===== config.mk =====
export PLATFORM = sky130hd
export DESIGN_NAME = fpu_issue_ctrl
export DESIGN_NICKNAME = d
export VERILOG_FILES = /design/src/rtl/fpu_pkg.sv /design/src/rtl/fpu_wb_resv.sv /design/src/rtl/fpu_issue_ctrl.sv
export SDC_FILE = /design/constraint.sdc
export NUM_CORES = 1
export LEC_CHECK = 0
export CORE_AREA = 2 2 145 147
export DETAILED_ROUTE_END_ITERATION = 10
export DIE_AREA = 0 0 147 149
export GPL_TIMING_DRIVEN = 1
export PLACE_DENSITY = 0.64
export SYNTH_ARGS = -nofsm -noshare
export SYNTH_HDL_FRONTEND = slang
export SYNTH_SLANG_ARGS = --single-unit

===== constraint.sdc =====
create_clock -name clk -period 2.25 [get_ports clk]
set_clock_uncertainty 0.15 [all_clocks]
set_input_delay 0.3375 -clock clk [delete_from_list [all_inputs] [get_ports clk]]
set_output_delay 0.3375 -clock clk [all_outputs]
set_load 0.03 [all_outputs]

===== src/rtl/fpu_pkg.sv =====
// Shared types for the FPU issue/writeback scheduler: op codes, result sources,
// misc-unit function selects and the per-op writeback latency.
package fpu_pkg;

  localparam int unsigned LAT_ADD_DEF = 3;
  localparam int unsigned LAT_MUL_DEF = 2;

  typedef enum logic [2:0] {
    FHALF = 3'd0,
    FNEG  = 3'd1,
    FABS  = 3'd2,
    FADD  = 3'd3,
    FSUB  = 3'd4,
    FMUL  = 3'd5
  } fop_t;

  typedef enum logic [1:0] {
    SRC_MISC = 2'd0,
    SRC_ADD  = 2'd1,
    SRC_MUL  = 2'd2
  } src_t;

  typedef enum logic [1:0] {
    MISC_HALF = 2'd0,
    MISC_NEG  = 2'd1,
    MISC_ABS  = 2'd2
  } misc_t;

  typedef struct packed {
    logic [4:0] rd;
    src_t       src;
  } tag_t;

  function automatic logic is_valid_op(logic [2:0] op);
    return op <= 3'd5;
  endfunction

  function automatic int unsigned lat_of(fop_t op,
                                         int unsigned lat_add = LAT_ADD_DEF,
                                         int unsigned lat_mul = LAT_MUL_DEF);
    case (op)
      FADD, FSUB: return lat_add;
      FMUL:       return lat_mul;
      default:    return 0;
    endcase
  endfunction

endpackage


===== src/rtl/fpu_wb_resv.sv =====
// Result-bus reservation shift register with a lockstep tag pipeline.
// Slot i holds the op that writes back i-1 cycles from now; slot 1 is on the bus.
module fpu_wb_resv
  import fpu_pkg::*;
#(
  parameter int unsigned D = 4
) (
  input  logic         clk,
  input  logic         rst,
  input  logic [D:1]   set_mask,
  input  tag_t         set_tag,
  output logic [D:1]   occ_q,
  output logic [D:1]   occ_sh,
  output logic         enter_valid,
  output tag_t         enter_tag
);

  logic [D:1] occ_d;
  tag_t       tag_sh [1:D];
  tag_t       tag_d  [1:D];
  tag_t       tag_q  [2:D];

  // Shift happens before the new reservation is merged, so a slot freed this
  // cycle can be claimed by the op accepted in the same cycle.
  always_comb begin
    occ_sh     = {1'b0, occ_q[D:2]};
    occ_d      = occ_sh | set_mask;
    tag_sh[D]  = '0;
    for (int unsigned i = 1; i < D; i++) begin
      tag_sh[i] = tag_q[i+1];
    end
    for (int unsigned i = 1; i <= D; i++) begin
      tag_d[i] = set_mask[i] ? set_tag : tag_sh[i];
    end
    enter_valid = occ_d[1];
    enter_tag   = tag_d[1];
  end

  always_ff @(posedge clk) begin
    if (rst) begin
      occ_q <= '0;
      for (int unsigned i = 2; i <= D; i++) begin
        tag_q[i] <= '0;
      end
    end else begin
      occ_q <= occ_d;
      for (int unsigned i = 2; i <= D; i++) begin
        tag_q[i] <= tag_d[i];
      end
    end
  end

endmodule


===== src/rtl/fpu_issue_ctrl.sv =====
// FP issue/writeback scheduler: accepts one op per cycle, dispatches it to the
// misc/fadd/fmul unit and reserves the single writeback slot it will use.
module fpu_issue_ctrl
  import fpu_pkg::*;
#(
  parameter int unsigned LAT_ADD = LAT_ADD_DEF,
  parameter int unsigned LAT_MUL = LAT_MUL_DEF
) (
  input  logic        clk,
  input  logic        rst,
  input  logic        req_valid,
  output logic        req_ready,
  input  logic [2:0]  req_op,
  input  logic [4:0]  req_rd,
  input  logic [31:0] req_a,
  input  logic [31:0] req_b,
  output logic [1:0]  misc_sel,
  output logic [31:0] misc_x,
  input  logic [31:0] misc_y,
  output logic        add_go,
  output logic [31:0] add_a,
  output logic [31:0] add_b,
  input  logic [31:0] add_y,
  output logic        mul_go,
  output logic [31:0] mul_a,
  output logic [31:0] mul_b,
  input  logic [31:0] mul_y,
  output logic        wb_valid,
  output logic [4:0]  wb_rd,
  output logic [31:0] wb_data,
  output logic        idle
);

  localparam int unsigned D = ((LAT_ADD > LAT_MUL) ? LAT_ADD : LAT_MUL) + 1;

  fop_t        op;
  logic        op_ok;
  logic        is_add;
  logic        is_mul;
  logic        accept;
  int unsigned lat;
  logic [D:1]  cand;
  logic [D:1]  set_mask;
  logic [D:1]  occ_q;
  logic [D:1]  occ_sh;
  tag_t        set_tag;
  tag_t        enter_tag;
  logic        enter_valid;
  misc_t       misc_fn;
  logic [31:0] cap_y;
  logic [4:0]  wb_rd_d, wb_rd_q;
  logic [31:0] wb_data_d, wb_data_q;

  always_comb begin
    op     = fop_t'(req_op);
    op_ok  = is_valid_op(req_op);
    is_add = op_ok & ((op == FADD) | (op == FSUB));
    is_mul = op_ok & (op == FMUL);
    lat    = lat_of(op, LAT_ADD, LAT_MUL);
    for (int unsigned i = 1; i <= D; i++) begin
      cand[i] = (i == lat + 1);
    end
    // Invalid ops are swallowed without a slot, so they never stall.
    req_ready = !rst & !(op_ok & |(occ_sh & cand));
    accept    = req_valid & req_ready;
    set_mask  = (accept & op_ok) ? cand : '0;

    set_tag.rd  = req_rd;
    set_tag.src = is_add ? SRC_ADD : (is_mul ? SRC_MUL : SRC_MISC);

    case (op)
      FNEG:    misc_fn = MISC_NEG;
      FABS:    misc_fn = MISC_ABS;
      default: misc_fn = MISC_HALF;
    endcase
    misc_sel = misc_fn;
    misc_x   = req_a;
    add_go   = accept & is_add;
    add_a    = req_a;
    add_b    = {req_b[31] ^ (op == FSUB), req_b[30:0]};
    mul_go   = accept & is_mul;
    mul_a    = req_a;
    mul_b    = req_b;
  end

  fpu_wb_resv #(.D(D)) u_resv (
    .clk         (clk),
    .rst         (rst),
    .set_mask    (set_mask),
    .set_tag     (set_tag),
    .occ_q       (occ_q),
    .occ_sh      (occ_sh),
    .enter_valid (enter_valid),
    .enter_tag   (enter_tag)
  );

  always_comb begin
    case (enter_tag.src)
      SRC_ADD: cap_y = add_y;
      SRC_MUL: cap_y = mul_y;
      default: cap_y = misc_y;
    endcase
    wb_rd_d   = enter_valid ? enter_tag.rd : '0;
    wb_data_d = enter_valid ? cap_y : '0;
  end

  always_ff @(posedge clk) begin
    if (rst) begin
      wb_rd_q   <= '0;
      wb_data_q <= '0;
    end else begin
      wb_rd_q   <= wb_rd_d;
      wb_data_q <= wb_data_d;
    end
  end

  // Outputs are forced quiet during reset, before the flops have cleared.
  assign wb_valid = !rst & occ_q[1];
  assign wb_rd    = rst ? '0 : wb_rd_q;
  assign wb_data  = rst ? '0 : wb_data_q;
  assign idle     = rst | ~|occ_q;

endmodule

==> flow_metrics.py <==
metrics = {
    "setup_path": {
        "end_kind": "output port",
        "cp_top_family": "buffers and inverters",
        "cp-start-kind": "input port",
        "rr_worst_depth": 6,
        "worst-path-buf-inv": 3,
        "cp.required_ns": 1.76,
        "critical-path-max-stage-delay_ns": 0.51,
        "cp_max_fo": 5,
        "crit_chain": "clkdlybuf4s50_1 > buf_4 > or3b_4 > a21oi_4 > buf_6",
        "reg2reg_from": "u_resv.occ_q[2]",
        "critPathKind": "input port to output port",
        "critPathSlowestCell": "clkdlybuf4s50_1",
        "r2r_end": "wb_data_q[10]",
        "ff2ff_setup_slack_ns": 0.38,
        "arrival_ns": 1.71,
    },
    "route": {
        "wire_per_inst_um": 15.1,
        "vias_per_cell": 3.88,
        "routed_wl_mm": 11.1,
        "drc_errors": 0,
        "drt_iter0_drc": 81,
        "routed-via-count": 2835,
        "firstDrtPassIters": 4,
        "antenna_left": 0,
    },
    "placement": {
        "hpwlAfterDp_mm": 8.48,
        "io_buffers": 153,
        "place.gp.congestion": 0.690,
    },
    "synth": {
        "yosysUniqueCellTypes": 33,
        "synth_area_leaders": "dfxtp_1 (32%), buf_4 (31%), nor2b_1 (10%)",
        "avgSynthCellArea_um2": 8.87,
        "synth_seq_cells": 62,
        "synth_top_area_cell": "dfxtp_1",
        "ys_seq_area_frac": 0.317,
        "synth_top_cell_area_share": 0.317,
        "synth-main-ff-cell": "dfxtp_1",
        "synth_cells": 441,
        "synth_warnings": 0,
        "async_reset_ff_frac": 0,
        "synth_fp_nets": 614,
        "syn_area_um2": 3910,
        "synth_edf_count": 0,
    },
    "clock_network": {
        "clock_path_buffers": 2,
        "clk_latency_ns": 0.33,
        "cts.sinks": 62,
        "cts_tree": "built",
        "root_buffer": "clkbuf_16",
        "clk_pin_slew_ns": 0.06,
        "numCtsBuffers": 9,
        "cts_hold_buf": 0,
        "h-tree-depth": 3,
    },
    "sta": {
        "fin_setup_tns_ns": 0,
        "tightest_slew_ns": 0.613,
        "grt_setup_unrepaired": "no",
        "finalCritPeriodShare": 0.977,
        "slew_headroom": 0.586,
        "drv_slew": 0,
        "fmax_mhz": 455,
        "period_needed_ns": 2.20,
        "setup_viol": 0,
        "hold_violations": 0,
    },
    "grt": {
        "met3_usage": 0.0541,
        "track_usage": 0.0967,
        "grt_pass1_wl_mm": 16.0,
        "met2_usage": 0.155,
        "grt_pass1_vias": 2797,
        "use_met1": 0.102,
        "grt_max_degree": 34,
        "antenna_found_initial": 2,
        "grt-ovfl-total": 0,
        "top_usage_layer": "met2",
    },
    "die": {
        "die_y_um": 149,
        "die_w_um": 147,
        "die_area_um2": 21900,
        "initial_core_util": 0.190,
        "rows": 53,
        "core_um2": 20600,
        "ios": 375,
    },
    "layout": {
        "fillers": 2218,
        "fin_nets": 623,
        "areaGrowthSynthToFinish_pct": 31.9,
        "multi_input_area_um2": 1470,
        "seq_area_um2": 1240,
        "drive_above_1_share": 0.209,
        "final_util": 0.251,
        "antennaDiodeCount": 0,
    },
    "power": {
        "vdd.ir_drop.worst_uv": 272,
        "power_density_nw_per_um2": 573,
        "p_switching_uw": 762,
        "p_int_uw": 2190,
        "p_clk_frac": 0.444,
        "p_seq_frac": 0.385,
        "pwr-share-comb": 0.171,
        "swShare": 0.258,
        "power.leakage_uw": 0.00195,
    },
    "worst_hold_path": {
        "min_path_type": "flip-flop to flip-flop",
        "worstHoldStart": "u_resv.tag_q[3][5]",
        "holdPathStages": 1,
        "min_to": "u_resv.tag_q[2][5]",
    },
    "status": {
        "outcome": "finished, final reports clean",
    },
    "flow_run": {
        "maxCapViolCount": 0,
    },
}
kinds of logic after synthesis:
group | count (synthesis) | share of synthesized area
compound gates | 51 | 0.112
buf+inv | 184 | 0.331
simple gates | 140 | 0.230
xor+xnor | 1 | 0.00224
other cells | 1 | 0.000958
flops | 62 | 0.317
fa+ha+maj | 2 | 0.00639
placed cells by master (no fill, tap or decap), types with 2 or more instances in the layout:
cell type and instances:
nor3b_2 2, clkinv_4 3, o21a_1 2, nor3_1 32, a21oi_1 2, nand2_1 5, and2b_2 16, a22o_1 5
buf_6 2, nand3_1 5, buf_12 7, clkbuf_16 10, and2_1 6, dfxtp_1 62, a221oi_2 10, buf_4 28
o21ai_1 5, nor3b_1 2, nor2b_1 64, clkdlybuf4s50_1 141, a221oi_1 23
synthesized netlist by cell type (4+ instances only):
library cell and instances:
nor2b_1 64, and2b_2 16, nand3_1 5, and2_1 6, buf_4 160, dfxtp_1 62, clkbuf_1 18, nor3_1 32
nand2_1 5, buf_2 4, a221oi_1 33, a22o_1 5, o21ai_1 5
layout make-up:
type                            instances  area share
Timing Repair Buffer                  180       0.352
Sequential cell                        62       0.241
Clock inverter                          7      0.0114
Tap cell                              275      0.0667
Inverter                                2     0.00146
Multi-Input combinational cell        195       0.285
Clock buffer                            9      0.0437
sequential cells by signal, summed over array words and instances, names as in the netlist:
register,cells
wb_rd_q,5
wb_data_q,32
u_resv.occ_q,4
u_resv.tag_q,21
how the worst max path moves through the flow:
| stage | start | to | slack [ns] | cells after the start |
|---|---|---|---|---|
| 2_1_floorplan | rst | wb_data_q[15] | 0.11 | 8 |
| 3_3_place_gp | req_op[0] | wb_data_q[1] | -0.26 | 8 |
| 3_5_place_dp | req_valid | wb_data_q[1] | -0.28 | 8 |
| 4_1_cts | req_op[2] | add_b[31] | 0.03 | 5 |
| 5_1_grt | req_op[2] | add_b[31] | 0.005 | 5 |
| 6_report | req_op[2] | add_go | 0.05 | 5 |
power groups by stage:
stage | Combinational (uW) | Sequential [uW] | Clock (uW)
global route | 544 | 1140 | 1420
global placement | 486 | 1160 | 0
CTS | 491 | 1140 | 1380
finish | 507 | 1140 | 1310
floorplan | 708 | 1160 | 0
detailed placement | 489 | 1160 | 0
metal layers:
metal / vias up / share of wire
li1: 1342 / -
met1: 1266 / 0.38
met2: 161 / 0.47
met3: 62 / 0.11
met4: 4 / 0.036
met5: - / 0.0024
per-stage QoR:
step | hold slack [ns] | power [uW] | area (um^2) | worst slack, ns | instances
2_1_floorplan | 0.264 | 1870 | 3910 | 0.108 | 441
3_3_place_gp | 0.268 | 1650 | 4750 | -0.263 | 712
3_5_place_dp | 0.275 | 1650 | 4750 | -0.281 | 712
4_1_cts | 0.289 | 3010 | 5030 | 0.0318 | 728
5_1_grt | 0.299 | 3100 | 5160 | 0.00497 | 730
6_report | 0.286 | 2960 | 5160 | 0.0519 | 730
timing repair:
item                       4_1_cts  5_1_grt
setup endpoints to repair        0       18
resized for setup                0       15
buffers inserted                 0        1
Note: power is estimated with default switching activity, not from simulation.
